## config.mk

```make
export PLATFORM = sky130hd
export DESIGN_NAME = riscv_pipe_stage_reg
export DESIGN_NICKNAME = d
export VERILOG_FILES = /design/src/rtl/riscv_pipe_stage_reg_pkg.sv /design/src/rtl/riscv_pipe_stage_reg_sat_counter.sv /design/src/rtl/riscv_pipe_stage_reg.sv
export SDC_FILE = /design/constraint.sdc
export NUM_CORES = 1
export LEC_CHECK = 0
export CAP_MARGIN = 20
export CORE_UTILIZATION = 25
export DETAILED_ROUTE_END_ITERATION = 16
export DONT_BUFFER_PORTS = 1
export PLACE_DENSITY = 0.4
export SYNTH_ARGS = -nofsm -noshare
export SYNTH_HDL_FRONTEND = slang
export SYNTH_SLANG_ARGS = --single-unit
export TNS_END_PERCENT = 20
```

## constraint.sdc

```tcl
create_clock -name i_clk -period 9.8 [get_ports i_clk]
set_clock_uncertainty 0.05 [all_clocks]
set_input_delay 2.94 -clock i_clk [delete_from_list [all_inputs] [get_ports i_clk]]
set_output_delay 2.94 -clock i_clk [all_outputs]
set_load 0.02 [all_outputs]
```

## src/rtl/riscv_pipe_stage_reg_pkg.sv

```systemverilog
// Shared definitions for the pipelined RV32I inter-stage register:
// core width, default payload widths and the occupancy state encoding.
package riscv_pipe_stage_reg_pkg;

    localparam int XLEN       = 32;
    localparam int CTRL_W_DEF = 8;
    localparam int DATA_W_DEF = 4 * XLEN;
    localparam int CNT_W_DEF  = 16;

    typedef enum logic [1:0] {
        ST_EMPTY = 2'd0,
        ST_ONE   = 2'd1,
        ST_TWO   = 2'd2
    } pipe_state_e;

endpackage

```

## src/rtl/riscv_pipe_stage_reg_sat_counter.sv

```systemverilog
// Saturating up-counter with synchronous clear; holds at all-ones.
module riscv_pipe_sat_counter #(
    parameter int W = 16
) (
    input  logic         clk,
    input  logic         en,
    input  logic         clr,
    output logic [W-1:0] count
);

    always_ff @(posedge clk) begin
        if (clr)
            count <= '0;
        else if (en && (count != {W{1'b1}}))
            count <= count + 1'b1;
    end

endmodule

```

## src/rtl/riscv_pipe_stage_reg.sv

```systemverilog
// Parametrised pipeline stage register with valid/ready, flush, optional
// 2-entry skid buffer and a saturating stall-cycle counter.
module riscv_pipe_stage_reg
    import riscv_pipe_stage_reg_pkg::*;
#(
    parameter int CTRL_W        = CTRL_W_DEF,
    parameter int DATA_W        = DATA_W_DEF,
    parameter int SKID          = 0,
    parameter int REGISTER_INIT = 0,
    parameter int CNT_W         = CNT_W_DEF
) (
    input  logic              i_clk,
    input  logic              i_rstn,
    input  logic              i_flush,
    input  logic              i_valid,
    output logic              o_ready,
    input  logic [CTRL_W-1:0] i_ctrl,
    input  logic [DATA_W-1:0] i_data,
    output logic              o_valid,
    input  logic              i_ready,
    output logic [CTRL_W-1:0] o_ctrl,
    output logic [DATA_W-1:0] o_data,
    output logic [CNT_W-1:0]  o_stall_cnt
);

    pipe_state_e       state, state_nxt;
    logic [CTRL_W-1:0] main_ctrl, skid_ctrl;
    logic [DATA_W-1:0] main_data, skid_data;
    logic              skid_valid;
    logic              in_xfer, out_xfer;
    logic              main_ld, main_from_skid, skid_ld;

    assign o_valid    = (state != ST_EMPTY);
    assign skid_valid = (state == ST_TWO);
    assign in_xfer    = i_valid & o_ready;
    assign out_xfer   = o_valid & i_ready;
    assign o_ctrl     = o_valid ? main_ctrl : '0;
    assign o_data     = main_data;

    always_ff @(posedge i_clk) begin
        if (!i_rstn)
            state <= ST_EMPTY;
        else
            state <= state_nxt;
    end

    // With SKID=0 the ONE/in/!out arc is unreachable because o_ready
    // requires i_ready whenever the main entry is valid.
    always_comb begin
        state_nxt      = state;
        main_ld        = 1'b0;
        main_from_skid = 1'b0;
        skid_ld        = 1'b0;
        case (state)
            ST_EMPTY: begin
                if (in_xfer) begin
                    state_nxt = ST_ONE;
                    main_ld   = 1'b1;
                end
            end
            ST_ONE: begin
                if (in_xfer && out_xfer) begin
                    main_ld = 1'b1;
                end else if (in_xfer) begin
                    state_nxt = ST_TWO;
                    skid_ld   = 1'b1;
                end else if (out_xfer) begin
                    state_nxt = ST_EMPTY;
                end
            end
            ST_TWO: begin
                if (out_xfer) begin
                    state_nxt      = ST_ONE;
                    main_ld        = 1'b1;
                    main_from_skid = 1'b1;
                end
            end
            default: state_nxt = ST_EMPTY;
        endcase
        if (i_flush)
            state_nxt = ST_EMPTY;
    end

    // Control is cleared by reset so bubbles never leak write enables;
    // data is only reset when REGISTER_INIT asks for it.
    always_ff @(posedge i_clk) begin
        if (!i_rstn)
            main_ctrl <= '0;
        else if (main_ld)
            main_ctrl <= main_from_skid ? skid_ctrl : i_ctrl;
    end

    always_ff @(posedge i_clk) begin
        if (!i_rstn) begin
            if (REGISTER_INIT != 0)
                main_data <= '0;
        end else if (main_ld) begin
            main_data <= main_from_skid ? skid_data : i_data;
        end
    end

    generate
        if (SKID != 0) begin : g_skid
            assign o_ready = i_rstn & ~skid_valid;

            always_ff @(posedge i_clk) begin
                if (!i_rstn)
                    skid_ctrl <= '0;
                else if (skid_ld)
                    skid_ctrl <= i_ctrl;
            end

            always_ff @(posedge i_clk) begin
                if (!i_rstn) begin
                    if (REGISTER_INIT != 0)
                        skid_data <= '0;
                end else if (skid_ld) begin
                    skid_data <= i_data;
                end
            end
        end else begin : g_noskid
            assign o_ready   = i_rstn & (~o_valid | i_ready);
            assign skid_ctrl = '0;
            assign skid_data = '0;
        end
    endgenerate

    riscv_pipe_sat_counter #(.W(CNT_W)) u_stall_cnt (
        .clk   (i_clk),
        .en    (o_valid & ~i_ready),
        .clr   (~i_rstn),
        .count (o_stall_cnt)
    );

endmodule

```

==> results of run 1 <==
## cell families after synthesis
group	after synthesis	synth area share (%)
fa+ha+maj	1	0.208
flops	154	72.6
compound gates	34	4.18
mux	7	1.17
buf+inv	24	1.69
simple gates	194	20.2
## per-stage QoR
stage	util [%]	worst slack (ps)
finish	29.7	3300
global route	29.7	3240
CTS	29.6	3290
detailed placement	27.0	3290
global placement	27.0	3290
floorplan	-	505
## worst max path at each step
stage             from         to  slack, ps  depth (start not counted)
2_1_floorplan  i_valid  o_data[0]        510                          3
3_3_place_gp    i_rstn    o_ready       3290                          2
3_5_place_dp    i_rstn    o_ready       3290                          2
4_1_cts         i_rstn    o_ready       3290                          2
5_1_grt         i_rstn    o_ready       3240                          2
6_report        i_rstn    o_ready       3300                          2
## metal layers
| layer | share of wire, % | vias up | GRT usage (%) |
|---|---|---|---|
| li1 | - | 1495 | - |
| met1 | 37 | 1553 | 11.4 |
| met2 | 49 | 203 | 17.9 |
| met3 | 13 | 14 | 6.36 |
| met4 | 1.3 | 6 | 3.65 |
| met5 | 0.29 | - | 0 |
## report_power, final
part           switching, mW  internal (mW)
registers             0.0394          0.741
clock network          0.307          0.370
logic                 0.0233         0.0176
## final cells by class
class,count,area (sq um)
tap,319,399
fill,2380,16600
antenna,2,5.00
multi-input combinational,236,1550
sequential,154,4360
inverter,6,22.5
clock inverter,15,190
clock buffer,17,425
timing repair buffer,3,22.5
## registers in the layout (all words and copies together), names as in the netlist
| signal | cells |
|---|---|
| main_ctrl | 8 |
| u_stall_cnt.count | 16 |
| o_data | 128 |
| state | 2 |
## cells in the final DEF (no fill, tap or decap), types with 6 or more instances in the layout
cell and instances:
and2_1 129, edfxtp_1 128, dfxtp_1 26, clkbuf_16 17, nand2_1 12, a21oi_1 10, nor2b_1 9, a22o_1 8
nand3_1 7, mux2i_1 7, o31ai_1 7, or4_1 7, inv_1 6, nand2b_1 6, inv_8 6
## worst register-to-register path, cell delays in order, from the launching register on
cell and delay [ps]:
dfxtp_1 360, nor2b_1 160, o31a_2 320, nor2_4 150, buf_4 540, buf_4 830
==> reports/qor.csv, run 1 <==
stage,metric,value,unit
run_status,outcome,completed,
setup_path,arrival,3510,ps
clocking,cts_max_level,4,
synth,synth_flop_cell,edfxtp_1,
clocking,hold_buffers,0,
global_routing,antenna_found_initial,5,
min_path,hold_path_class,flip-flop to flip-flop,
floorplan,core-area,0.0235,sq mm
synth,synthArstFlopShare,0,%
min_path,holdPathStages,1,
pwr,p_leak,2.23,nW
sta,final_hold_viol_count,0,
pwr,peakVddDrop,0.000112,V
detailed_routing,wl_per_cell,18.8,um
detailed_routing,via_per_inst,4.35,
setup_path,slowest_delay,390,ps
setup_path,critPathCaptureType,primary output,
detailed_routing,drtIter0Drc,222,
sta,finalSetupTns,0,ps
floorplan,row_count,56,
synth,yosys_warnings,0,
detailed_routing,dr.pass1.iters,4,
clocking,cts_tree,done,
finish,final_cells,752,
min_path,min_from,main_ctrl[4],
run,cap_violations,0,
global_routing,grt_first_pass_wirelength,19.6,mm
sta,finalCritPeriodShare,66.3,%
detailed_routing,ant_nets,0,
global_routing,grt_max_degree,131,
synth,yosysMostFrequentCell,and2_1,
finish,final_area,0.00698,sq mm
sta,slew_viol_final,0,
detailed_routing,wl,14.1,mm
setup_path,r2r_cells,5,
synth,synth_cell_types,39,
setup_path,crit_buf_inv,1,
setup_path,worstPathCellList,inv_1 -> nor2_1,
sta,maxSlewHeadroom,28.5,%
finish,drive_gt1_share,10.4,%
floorplan,io_pins,295,
global_routing,grt_use_total,10.8,%
setup_path,start_kind,primary input,
pwr,powerDensity,215,mW/mm^2
finish,fin_nets,560,
sta,rsz0062_at_grt,false,
setup_path,critical_path.top_delay_family,simple AND/OR/NAND/NOR gates,
setup_path,required,6810,ps
place,globalplace.congestion,0.729,
min_path,min_to,main_ctrl[4],
place,dp.cells,718,
clocking,insertion_delay,410,ps
synth,syn_avg_cell_area,14.5,sq um
synth,synth-edff-count,128,
place,port_buffers,0,
setup_path,timing.rr.end,o_data[100],
place,place_area,0.00636,sq mm
sta,worst_slew_pin_slew,1070,ps
floorplan,start_util,25.5,%
place,dpl.hpwl,9.76,mm
synth,synth.top_cells.by_area,"edfxtp_1 64%, and2_1 13%, dfxtp_1 8.7%",
synth,ys_top_cells_by_count,"129 x and2_1, 128 x edfxtp_1, 26 x dfxtp_1, 16 x clkbuf_1, 12 x nand2_1",
sta,timing.hold.ws,421,ps
detailed_routing,vias,3271,
setup_path,reg2reg_from,state[0],
clocking,postCtsSetupRepairBufs,0,
clocking,cts_num_sinks,154,
sta,setup_viol,0,
clocking,path_clk_slew,70,ps
floorplan,die_w,157,um
synth,synth_top_area_share,63.9,%
floorplan,die_y,157,um
pwr,power,1.50,mW
global_routing,grt_pass1_vias,3143,
clocking,ctsResizeCount,0,
clocking,root_buffer,clkbuf_16,
setup_path,r2r_slack,6890,ps
sta,min_period,6500,ps
global_routing,overflow,0,
synth,ys_seq_elements,154,
clocking,cts_buffer_depth,2,
synth,synth-seq-area-share,72.6,%
floorplan,dieArea,0.0247,sq mm
synth,syn_nets,556,
finish,area_growth,16.1,%
setup_path,worst-path-max-fanout,18,
setup_path,cpMaxStageDelayCell,nor2_1,
setup_path,path_class,primary input to primary output,
detailed_routing,drc_errors,0,
synth,syn_inst,414,
synth,syn_area,0.00601,sq mm
clocking,cts_buffers,17,
sta,max_freq,154,MHz
synth,yosys.area.top_type,edfxtp_1,
Power figures use the tool's default switching activity.
==> run 2: changes to the inputs <==
Settings changed: PLACE_DENSITY 0.4 to 0.42.
Clock period 9.8 ns to 5.6 ns, I/O delays scaled along.
==> run 2 against run 1 <==
Against the previous run:
- design area is 0.41% lower
- global-route usage decreased by 0.56 points
- largest power group unchanged
- via count fell by 1.6%
- critical path depth unchanged
==> reports/qor.csv, run 2 (synthesis gave the netlist of run 1 again) <==
stage,metric,value,unit
pwr,p_seq_share,52.6,%
setup_path,arrival,2230,ps
pwr,power,2.59,mW
place,globalplace.congestion,0.732,
floorplan,die_y,157,um
finish,drive_gt1_share,9.79,%
setup_path,path_class,primary input to primary output,
detailed_routing,wl_per_cell,17.8,um
pwr,p_leak,2.20,nW
sta,final_hold_viol_count,0,
floorplan,dieArea,0.0247,sq mm
global_routing,antenna_found_initial,1,
sta,finalSetupTns,0,ps
setup_path,crit_buf_inv,1,
clocking,ctsResizeCount,0,
pwr,internal_power,2.00,mW
detailed_routing,wl_met2,6.79,mm
pwr,peakVddDrop,0.000150,V
pwr,powerDensity,373,mW/mm^2
min_path,hold_path_class,flip-flop to flip-flop,
setup_path,worstPathCellList,inv_1 -> nor2_1,
global_routing,grt_first_pass_wirelength,18.7,mm
clocking,path_clk_slew,60,ps
setup_path,start_kind,primary input,
floorplan,core-area,0.0235,sq mm
clocking,root_buffer,clkbuf_16,
setup_path,worst-path-max-fanout,18,
clocking,insertion_delay,410,ps
finish,fin_nets,559,
run_status,outcome,completed,
detailed_routing,maxUsedRoutingLayer,met5,
detailed_routing,wl_met3,1.46,mm
floorplan,start_util,25.5,%
sta,max_freq,253,MHz
place,dpl.hpwl,9.07,mm
setup_path,critical_path.top_delay_family,simple AND/OR/NAND/NOR gates,
pwr,clockPowerShare,44.6,%
detailed_routing,wl,13.3,mm
finish,area_growth,15.7,%
finish,largest_reg_flops,128,
detailed_routing,wl_met1,4.96,mm
clocking,cts_max_level,4,
clocking,hold_buffers,0,
setup_path,slowest_delay,380,ps
global_routing,grt_pass1_vias,3070,
global_routing,grt_use_total,10.3,%
sta,rsz0062_at_grt,false,
finish,layout_common_cells,"129 x and2_1, 128 x edfxtp_1, 26 x dfxtp_1, 17 x clkbuf_16, 12 x nand2_1",
pwr,power.switching,0.597,mW
detailed_routing,ant_nets,0,
setup_path,critPathCaptureType,primary output,
global_routing,overflow,0,
run,cap_violations,0,
sta,finalCritPeriodShare,70.7,%
setup_path,cpMaxStageDelayCell,nor2_1,
clocking,postCtsSetupRepairBufs,0,
detailed_routing,drc_errors,0,
setup_path,required,3870,ps
sta,maxSlewHeadroom,33.4,%
floorplan,row_count,56,
sta,setup_viol,0,
finish,diodes,0,
floorplan,die_w,157,um
floorplan,io_pins,295,
sta,worst_slew_pin_slew,999,ps
sta,min_period,3960,ps
detailed_routing,via_per_inst,4.30,
global_routing,grt_max_degree,131,
pwr,switching_share,23.0,%
finish,final_common_cell,and2_1,
clocking,cts_buffers,17,
detailed_routing,drtIter0Drc,258,
sta,slew_viol_final,0,
detailed_routing,dr.pass1.iters,4,
pwr,p_comb_share,2.8,%
clocking,cts_tree,done,
place,port_buffers,0,
clocking,cts_num_sinks,154,
detailed_routing,vias,3218,
clocking,cts_buffer_depth,2,
-- run 2: final timing paths --
kind,start,to,slack (ps),cells past startpoint
min reg2reg,main_ctrl[6],main_ctrl[6],420,1
max,i_rstn,o_ready,1640,2
min,main_ctrl[6],main_ctrl[6],420,1
max reg2reg,u_stall_cnt.count[1],u_stall_cnt.count[7],3160,5
-- run 2: routing by layer --
metal / track usage [%] / vias up
met5: 0 / -
met4: 3.88 / 2
met3: 5.18 / 10
met2: 17.8 / 182
met1: 10.6 / 1534
li1: - / 1490
-- run 2: cell type report --
type / count / area, sq um
flip-flops and latches: 154 / 4360
clock inverters: 13 / 158
well taps: 319 / 399
multi-input cells: 236 / 1550
repair buffers: 2 / 27.5
fillers: 2393 / 16600
inverters: 6 / 22.5
clock buffers: 18 / 429
-- run 2: power by group through the flow --
stage | Clock [mW] | Sequential, mW | Combinational [mW]
3_5_place_dp | 0 | 1.39 | 0.0739
6_report | 1.16 | 1.36 | 0.0719
2_1_floorplan | 0 | 1.38 | 0.0600
4_1_cts | 1.21 | 1.37 | 0.0741
5_1_grt | 1.25 | 1.37 | 0.0810
3_3_place_gp | 0 | 1.39 | 0.0705
-- run 2: stage by stage --
stage	instance area, sq um	instances	hold WS [ps]	util, %	worst slack [ps]
4_1_cts	6950	748	422	29.5	1620
3_3_place_gp	6370	717	403	27.0	1620
5_1_grt	6950	748	431	29.5	1580
6_report	6950	748	423	29.5	1640
2_1_floorplan	6020	414	385	-	1180
3_5_place_dp	6370	717	397	27.0	1630
-- run 2: worst register-to-register path, cell delays in order (launching register included) --
cell and delay, ps:
dfxtp_1 610, ha_1 290, nand4_1 220, nor4_2 860, or4_1 220, a21oi_1 70
==> run 3: changes to the inputs <==
Settings changed: PLACE_DENSITY 0.42 to 0.4.
Clock period 5.6 ns to 3.65 ns, I/O delays scaled along.
==> run 3 against run 2 <==
Against the previous run:
- routed wire length increased by 5.3%
- critical endpoint unchanged
- non-clock buffer count is 3 higher
- global-route usage rose by 0.81 points
- sequential cell count unchanged
- first-iteration DRC count fell by 15%
- sequential share of layout area decreased by 0.43 points
- total power increased by 52%
- worst hold slack about the same
- clock power up 50%
- core utilization grew 0.20 points
==> reports/qor.csv, run 3 (synthesis gave the netlist of run 1 again) <==
stage,metric,value,unit
floorplan,io_pins,295,
sta,maxSlewHeadroom,35.1,%
detailed_routing,via_per_inst,4.30,
detailed_routing,vias,3236,
setup_path,worst-path-max-fanout,18,
floorplan,row_count,56,
detailed_routing,wl_per_cell,18.7,um
setup_path,slowest_delay,390,ps
sta,finalSetupTns,0,ps
pwr,p_leak,2.22,nW
sta,rsz0062_at_grt,false,
floorplan,dieArea,0.0247,sq mm
finish,drive_gt1_share,10.9,%
place,globalplace.congestion,0.733,
clocking,postCtsSetupRepairBufs,0,
sta,setup_viol,0,
detailed_routing,ant_nets,0,
setup_path,cpMaxStageDelayCell,nor2_1,
finish,fin_nets,562,
clocking,path_clk_slew,70,ps
finish,nFillCells,2419,
clocking,cts_tree,done,
detailed_routing,dr.pass1.iters,4,
finish,layout_common_cells,"129 x and2_1, 128 x edfxtp_1, 26 x dfxtp_1, 17 x clkbuf_16, 12 x nand2_1",
setup_path,critical_path.top_delay_family,simple AND/OR/NAND/NOR gates,
clocking,insertion_delay,410,ps
clocking,cts_buffers,17,
floorplan,die_y,157,um
finish,area_growth,16.5,%
setup_path,start_kind,primary input,
sta,min_period,2810,ps
place,port_buffers,0,
sta,slew_viol_final,0,
sta,max_freq,356,MHz
sta,timing.hold.ws,424,ps
finish,final_common_cell,and2_1,
global_routing,grt_pass1_vias,3202,
finish,multi_input_area,0.00156,sq mm
finish,seq_area,0.00436,sq mm
detailed_routing,wl,14.1,mm
setup_path,timing.rr.end,u_stall_cnt.count[0],
setup_path,critPathCaptureType,primary output,
clocking,hold_buffers,0,
finish,largest_reg_flops,128,
floorplan,die_w,157,um
pwr,peakVddDrop,0.000217,V
run_status,outcome,completed,
global_routing,grt_first_pass_wirelength,19.9,mm
global_routing,grt_max_degree,79,
clocking,root_buffer,clkbuf_16,
min_path,hold_path_class,flip-flop to flip-flop,
setup_path,reg2reg_from,u_stall_cnt.count[0],
global_routing,antenna_found_initial,3,
clocking,cts_num_sinks,154,
setup_path,arrival,1670,ps
sta,worst_slew_pin_slew,965,ps
setup_path,path_class,primary input to primary output,
pwr,powerDensity,564,mW/mm^2
sta,finalCritPeriodShare,77.0,%
setup_path,worstPathCellList,inv_1 -> nor2_1,
floorplan,core-area,0.0235,sq mm
min_path,min_to,main_ctrl[0],
sta,final_hold_viol_count,0,
floorplan,start_util,25.5,%
setup_path,r2r_cells,5,
clocking,cts_buffer_depth,2,
detailed_routing,drc_errors,0,
global_routing,grt_use_total,11.1,%
run,cap_violations,0,
global_routing,overflow,0,
detailed_routing,drtIter0Drc,219,
place,dpl.hpwl,10.1,mm
min_path,min_from,main_ctrl[0],
clocking,cts_max_level,4,
setup_path,r2r_slack,1180,ps
clocking,ctsResizeCount,0,
setup_path,crit_buf_inv,1,
setup_path,required,2500,ps
min_path,holdPathStages,1,
==> run 3: report_power, final <==
group	leakage [nW]	switching (mW)	internal [mW]
clock network	0.276	0.769	0.968
registers	1.41	0.105	1.99
logic	0.537	0.0640	0.0524
total	2.22	0.939	3.01
==> run 3: routing by layer <==
| layer | global-route usage (%) | up-vias | share of wire, % |
|---|---|---|---|
| met4 | 4.58 | 4 | 1.4 |
| li1 | - | 1499 | - |
| met2 | 18.1 | 191 | 49 |
| met3 | 6.00 | 17 | 13 |
| met1 | 11.9 | 1525 | 37 |
| met5 | 0 | - | 0.16 |
==> run 3: layout make-up <==
type	count	area share, %
Clock buffer	18	6.13
Antenna cell	1	0.0357
Clock inverter	14	2.18
Inverter	6	0.429
Tap cell	319	5.70
Multi-Input combinational cell	236	22.3
Sequential cell	154	62.3
Timing Repair Buffer	5	0.893
==> run 3: how the worst max path moves through the flow <==
stage                 start        end  cells after the start  slack, ps
floorplan           i_valid  o_data[0]                      3       -160
detailed placement   i_rstn    o_ready                      2        810
CTS                  i_rstn    o_ready                      2        810
finish               i_rstn    o_ready                      2        840
global route         i_rstn    o_ready                      2        770
global placement     i_rstn    o_ready                      2        830
==> run 3: stage by stage <==
stage / cells / worst slack (ps) / utilization (%) / area [sq um] / total power, mW
5_1_grt: 753 / 766 / 29.7 / 7000 / 4.12
3_5_place_dp: 720 / 813 / 27.3 / 6420 / 2.25
2_1_floorplan: 414 / -156 / - / 6030 / 2.21
6_report: 753 / 839 / 29.7 / 7000 / 3.95
4_1_cts: 752 / 813 / 29.7 / 7000 / 4.02
3_3_place_gp: 720 / 831 / 27.3 / 6420 / 2.25
